$ cat src/rtl/fetch_pkg.sv
// Shared types for the fetch stage: next-PC select codes and the fetch FSM state.
package fetch_pkg;

    typedef logic [1:0] pc_sel_t;

    localparam pc_sel_t PC_SEL_INC    = 2'b00;
    localparam pc_sel_t PC_SEL_BRANCH = 2'b01;
    localparam pc_sel_t PC_SEL_JUMP   = 2'b10;

    typedef enum logic [1:0] {
        BOOT  = 2'b00,
        FETCH = 2'b01,
        HALT  = 2'b10
    } fetch_state_t;

    function automatic logic is_redirect(input pc_sel_t sel);
        return (sel == PC_SEL_BRANCH) || (sel == PC_SEL_JUMP);
    endfunction

endpackage

$ cat src/rtl/fetch_pc_stage_if.sv
// Instruction-memory request bus: combinational req/addr out, ack/rdata back in the same cycle.
interface fetch_pc_stage_if #(
  parameter int ADDR_W  = 16,
  parameter int INSTR_W = 32
);
  logic               req;
  logic [ADDR_W-1:0]  addr;
  logic               ack;
  logic [INSTR_W-1:0] rdata;

  modport master (output req, output addr, input ack, input rdata);
  modport slave  (input req, input addr, output ack, output rdata);
endinterface

$ cat src/rtl/fetch_pc_stage_next_pc_mux.sv
// Next-PC selection; the reserved code 2'b11 falls back to sequential PC+1.
module next_pc_mux
  import fetch_pkg::*;
#(
  parameter int ADDR_W = 16
) (
  input  logic [ADDR_W-1:0] pc,
  input  pc_sel_t           sel,
  input  logic [ADDR_W-1:0] branch_target,
  input  logic [ADDR_W-1:0] jump_target,
  output logic [ADDR_W-1:0] next_pc
);
  always_comb begin
    next_pc = pc + ADDR_W'(1);
    case (sel)
      PC_SEL_BRANCH: next_pc = branch_target;
      PC_SEL_JUMP:   next_pc = jump_target;
      default:       next_pc = pc + ADDR_W'(1);
    endcase
  end
endmodule

$ cat src/rtl/fetch_pc_stage.sv
// Fetch stage: PC register, BOOT/FETCH/HALT FSM, imem request and the IF/ID register.
module fetch_pc_stage
  import fetch_pkg::*;
#(
  parameter int                ADDR_W   = 16,
  parameter int                INSTR_W  = 32,
  parameter logic [ADDR_W-1:0] RESET_PC = '0
) (
  input  logic               clk,
  input  logic               rst,
  input  pc_sel_t            select_pc_mux,
  input  logic [ADDR_W-1:0]  branch_target,
  input  logic [ADDR_W-1:0]  jump_target,
  input  logic               stall,
  input  logic               halt,
  fetch_pc_stage_if.master   imem,
  output logic               if_id_valid,
  output logic [ADDR_W-1:0]  if_id_pc,
  output logic [INSTR_W-1:0] if_id_instr,
  output logic               halted
);
  fetch_state_t       state_q, state_n;
  logic [ADDR_W-1:0]  pc_q, pc_n, next_pc;
  logic               valid_n;
  logic [ADDR_W-1:0]  if_pc_n;
  logic [INSTR_W-1:0] if_instr_n;
  logic               redirect, can_accept, xfer;

  next_pc_mux #(.ADDR_W(ADDR_W)) u_next_pc_mux (
    .pc            (pc_q),
    .sel           (select_pc_mux),
    .branch_target (branch_target),
    .jump_target   (jump_target),
    .next_pc       (next_pc)
  );

  assign redirect   = is_redirect(select_pc_mux);
  assign can_accept = !if_id_valid || !stall;
  // Redirect suppresses the request so a wrong-path word can never be accepted.
  assign imem.req   = (state_q == FETCH) && can_accept && !redirect && !halt;
  assign imem.addr  = pc_q;
  assign xfer       = imem.req && imem.ack;
  assign halted     = (state_q == HALT);

  always_comb begin
    state_n    = state_q;
    pc_n       = pc_q;
    valid_n    = if_id_valid;
    if_pc_n    = if_id_pc;
    if_instr_n = if_id_instr;
    case (state_q)
      BOOT: state_n = FETCH;
      FETCH: begin
        if (halt) begin
          state_n = HALT;
          valid_n = 1'b0;
        end else if (redirect) begin
          pc_n    = next_pc;
          valid_n = 1'b0;
        end else if (xfer) begin
          // select is 00 or 11 here, so the mux yields pc+1 with natural wrap.
          pc_n       = next_pc;
          valid_n    = 1'b1;
          if_pc_n    = pc_q;
          if_instr_n = imem.rdata;
        end else if (!stall) begin
          valid_n = 1'b0;
        end
      end
      HALT:    state_n = HALT;
      default: state_n = BOOT;
    endcase
  end

  always_ff @(posedge clk or posedge rst) begin
    if (rst) begin
      state_q     <= BOOT;
      pc_q        <= RESET_PC;
      if_id_valid <= 1'b0;
      if_id_pc    <= '0;
      if_id_instr <= '0;
    end else begin
      state_q     <= state_n;
      pc_q        <= pc_n;
      if_id_valid <= valid_n;
      if_id_pc    <= if_pc_n;
      if_id_instr <= if_instr_n;
    end
  end
endmodule

$ cat src/flat_wrapper.sv
// flat-port wrapper written by rule: the top's interface ports become plain ports
module fetch_pc_stage_flat import fetch_pkg::*;
#(
  parameter int                ADDR_W   = 16,
  parameter int                INSTR_W  = 32,
  parameter logic [ADDR_W-1:0] RESET_PC = '0
)
  (clk, rst, select_pc_mux, branch_target, jump_target, stall, halt, if_id_valid, if_id_pc, if_id_instr, halted, imem_req, imem_addr, imem_ack, imem_rdata);
  fetch_pc_stage_if #(.ADDR_W(ADDR_W), .INSTR_W(INSTR_W)) imem_i ();
  input  logic clk;
  input  logic rst;
  input  pc_sel_t select_pc_mux;
  input  logic [ADDR_W-1:0] branch_target;
  input  logic [ADDR_W-1:0] jump_target;
  input  logic stall;
  input  logic halt;
  output logic if_id_valid;
  output logic [ADDR_W-1:0] if_id_pc;
  output logic [INSTR_W-1:0] if_id_instr;
  output logic halted;
  output wire logic [$bits(imem_i.req)-1:0] imem_req;
  output wire logic [$bits(imem_i.addr)-1:0] imem_addr;
  input wire logic [$bits(imem_i.ack)-1:0] imem_ack;
  input wire logic [$bits(imem_i.rdata)-1:0] imem_rdata;
  assign imem_req = imem_i.req;
  assign imem_addr = imem_i.addr;
  assign imem_i.ack = imem_ack;
  assign imem_i.rdata = imem_rdata;
  fetch_pc_stage #(.ADDR_W(ADDR_W), .INSTR_W(INSTR_W), .RESET_PC(RESET_PC)) u_core (.clk(clk), .rst(rst), .select_pc_mux(select_pc_mux), .branch_target(branch_target), .jump_target(jump_target), .stall(stall), .halt(halt), .imem(imem_i), .if_id_valid(if_id_valid), .if_id_pc(if_id_pc), .if_id_instr(if_id_instr), .halted(halted));
endmodule
$ cat config.mk
export PLATFORM = sky130hd
export DESIGN_NAME = fetch_pc_stage_flat
export DESIGN_NICKNAME = d
export VERILOG_FILES = /design/src/rtl/fetch_pkg.sv /design/src/rtl/fetch_pc_stage_if.sv /design/src/rtl/fetch_pc_stage_next_pc_mux.sv /design/src/rtl/fetch_pc_stage.sv /design/src/flat_wrapper.sv
export SDC_FILE = /design/constraint.sdc
export NUM_CORES = 1
export LEC_CHECK = 0
export CORE_UTILIZATION = 45
export CTS_BUF_LIST = sky130_fd_sc_hd__clkbuf_8
export DETAILED_ROUTE_END_ITERATION = 10
export GPL_TIMING_DRIVEN = 0
export PLACE_DENSITY = 0.92
export SLEW_MARGIN = 5
export SYNTH_ARGS = -nofsm -noshare
export SYNTH_HDL_FRONTEND = slang
export SYNTH_HIERARCHICAL = 1
export SYNTH_SLANG_ARGS = --single-unit
$ cat constraint.sdc
create_clock -name clk -period 2.88 [get_ports clk]
set_input_delay 0.432 -clock clk [delete_from_list [all_inputs] [get_ports clk]]
set_output_delay 0.432 -clock clk [all_outputs]
set_load 0.02 [all_outputs]
==> flow_summary.ini <==
[min_path]
worstHoldStart = u_core/if_id_pc[5]$_DFFE_PP0P_
hp-class = flop to flop
whs_path_depth = 1
holdPathEnd = u_core/if_id_pc[5]$_DFFE_PP0P_

[synthesis]
ys_seq_elements = 67
synth_nets = 317
synth_top_area_share_pct = 51.3
syn_area_per_cell_um2 = 13.6
synthDistinctLibCells = 33
syn_inst = 240
synth_area_leader_cell = dfrtp_1
yosys-top-cells-area = dfrtp_1, mux2_2, mux2_4
yosysWarningCount = 6
synth-seq-area-share_pct = 51.3
syn_area_um2 = 3270

[sta]
min_period_over_period_pct = 86.8
period_needed_ns = 2.50
max-slew-margin-rel_pct = 45.9
rsz0062_at_grt = no
worst_hold_slack_ns = 0.502
final_hold_viol_count = 0
max_freq_ghz = 0.400
maxSlewViolCount = 0
clock_skew_ns = 0.00809
tightest_slew_ns = 0.811
setup_viol = 0

[placed_design]
hpwl_um = 6120
gp_congestion = 0.765
placed_area_um2 = 4760
port-buffer-count = 137

[clocking]
cts_buffers = 9
clkTransAtPathRegs_ns = 0.07
cts_tree = yes
postCtsSetupBuffers = 0
h-tree-depth = 3
insertion_delay_ns = 0.34
cts.path.max_buffers = 2
ctsResizeCount = 0
clkSinkCount = 67
hold_buffers = 0
root_buffer = clkbuf_8

[worst_setup_path]
cp-start-kind = flop
cp.required_ns = 2.45
arrival_ns = 2.07
timing.rr.end = u_core/if_id_instr[0]$_DFFE_PP0P_
endpoint_kind = output pin
rr_startpoint = u_core/state_q[1]$_DFFE_PP0P_
critPathKind = flop to output pin
rr_worst_depth = 7
crit_fanout = 7
rrSetupSlack_ns = 0.87

[route]
ant_nets = 0
drt_iter0_markers = 41
vias_per_cell = 5.26
wire_per_inst_um = 16.9
dr_total_vias = 2574
drtPass1Iterations = 5
remaining_drc_errors = 0
drt_wl_total_um = 8270

[pwr]
vdd_drop_max_mv = 0.471
p_leak_nw = 2.17
powerDensity_nw_per_um2 = 1030

[global_route]
antenna_found_initial = 0
met1_usage_pct = 25.8
grt_pass1_vias = 2706
grt_max_degree = 68
gr-total-overflow = 0
grt_pass1_wl_um = 12800
grtUsageMet2_pct = 40.2
met3_usage_pct = 4.64
grt-busiest-layer = met2
grt_use_total_pct = 22.3

[final_layout]
final_area_um2 = 4990
drive_gt1_share_pct = 24.2
area_growth_pct = 52.7
diodes = 0
nFillCells = 497
nets = 465

[die]
fp.dieArea_um2 = 7610
ios = 138
core_um2 = 6910
die_w_um = 87.2
initial_core_util_pct = 47.3
die_h_um = 87.2
rows = 30

[job]
cap_viol_max_count = 0

[outcome]
status = complete, no violations
[logic make-up after synthesis]
group | after synthesis | synth area share, %
flip-flops | 67 | 51.3
multiplexers | 64 | 24.3
AO/OA/AOI/OAI | 41 | 8.84
AND/OR/NAND/NOR | 26 | 6.16
buffers and inverters | 22 | 3.33
XOR/XNOR | 14 | 3.75
adder cells (fa/ha/maj) | 6 | 2.30
[power breakdown]
part | total [mW] | switching, mW | internal (mW)
sequential | 1.79 | 0.409 | 1.38
combinational | 2.47 | 1.10 | 1.37
clock | 0.872 | 0.342 | 0.530
[state kept, by name, summed over array words and instances, names as in the netlist]
register            flops
u_core/if_id_instr     32
u_core/if_id_pc        16
u_core/imem.addr       16
u_core/state_q          2
u_core/if_id_valid      1
[worst max path at each step]
stage | slack [ns] | cells after the start | start | end
2_1_floorplan | 0.76 | 1 | rst | u_core/if_id_instr[0]$_DFFE_PP0P_
3_3_place_gp | -0.35 | 2 | rst | u_core/if_id_pc[13]$_DFFE_PP0P_
3_5_place_dp | 0.35 | 8 | select_pc_mux[1] | u_core/imem.addr[8]$_DFFE_PP0P_
4_1_cts | 0.38 | 5 | u_core/state_q[1]$_DFFE_PP0P_ | imem_req
5_1_grt | 0.30 | 5 | u_core/state_q[1]$_DFFE_PP0P_ | imem_req
6_report | 0.38 | 5 | u_core/state_q[1]$_DFFE_PP0P_ | imem_req
[stage by stage]
| step | worst slack, ns | TNS [ns] | total power [mW] | util (%) | cells |
|---|---|---|---|---|---|
| floorplan | 0.765 | 0 | 3.06 | - | 240 |
| global placement | -0.347 | -23.06 | 4.17 | 68.9 | 473 |
| detailed placement | 0.355 | 0 | 4.27 | 69.0 | 473 |
| CTS | 0.383 | 0 | 5.16 | 72.3 | 489 |
| global route | 0.302 | 0 | 5.38 | 72.3 | 489 |
| finish | 0.380 | 0 | 5.13 | 72.3 | 489 |
[cell type report]
cell class | count | area [um2] | share of cell area [%]
buffer | 13 | 75.1 | 1.50
inverter | 9 | 36.3 | 0.727
clock buffer | 11 | 151 | 3.03
sequential | 67 | 1680 | 33.6
multi-input combinational | 151 | 1480 | 29.7
clock inverter | 5 | 76.3 | 1.53
tap | 96 | 120 | 2.41
timing repair buffer | 137 | 1370 | 27.5
[critical path, cell delays in order (launching register included)]
cell and delay (ns):
dfrtp_1 0.39, inv_1 0.09, ha_1 0.25, nand2b_4 0.10, a211oi_1 0.26, clkdlybuf4s50_1 0.65
[synth_stat cells]
library cell / instances
a2111o_1: 1
a211oi_1: 1
a21boi_0: 1
a21oi_1: 14
a221oi_1: 15
a22oi_1: 2
a31oi_1: 1
and4_1: 1
buf_2: 3
buf_6: 3
clkbuf_1: 7
dfrtp_1: 67
ha_1: 6
inv_1: 9
mux2_2: 44
mux2_4: 20
nand2_1: 7
nand2b_4: 1
nand3_1: 2
nand3_2: 1
nand4_1: 1
nand4_2: 2
nand4_4: 1
nor2_1: 2
nor2b_1: 1
nor3_1: 4
nor4_2: 2
nor4_4: 1
o21ai_0: 4
o21bai_2: 1
o32ai_1: 1
xnor2_1: 10
xor2_1: 4
[layer usage]
layer	wire length [um]	vias to the layer above	part of all wire [%]
met5	0	-	0
met4	99	0	1.2
met3	478	9	5.8
met2	4340	99	52
met1	3350	1281	41
li1	-	1185	-
[layout by cell type (no fill, tap or decap), types with 2 or more instances in the layout]
| cell type | synthesis | routed |
|---|---|---|
| inv_1 | 9 | 9 |
| a221oi_1 | 15 | 15 |
| nand4_2 | 2 | 2 |
| nor3_1 | 4 | 4 |
| clkbuf_1 | 7 | 7 |
| a22oi_1 | 2 | 2 |
| ha_1 | 6 | 6 |
| xor2_1 | 4 | 4 |
| clkbuf_8 | 0 | 11 |
| mux2_4 | 20 | 20 |
| xnor2_1 | 10 | 10 |
| nand2_1 | 7 | 7 |
| dfrtp_1 | 67 | 67 |
| clkdlybuf4s50_1 | 0 | 137 |
| a21oi_1 | 14 | 14 |
| o21ai_0 | 4 | 4 |
| nor2_1 | 2 | 2 |
| buf_2 | 3 | 3 |
| buf_6 | 3 | 3 |
| nor4_2 | 2 | 2 |
| mux2_2 | 44 | 44 |
| bufinv_16 | 0 | 2 |
| nand3_1 | 2 | 2 |
Note: power is estimated with default switching activity, not from simulation.
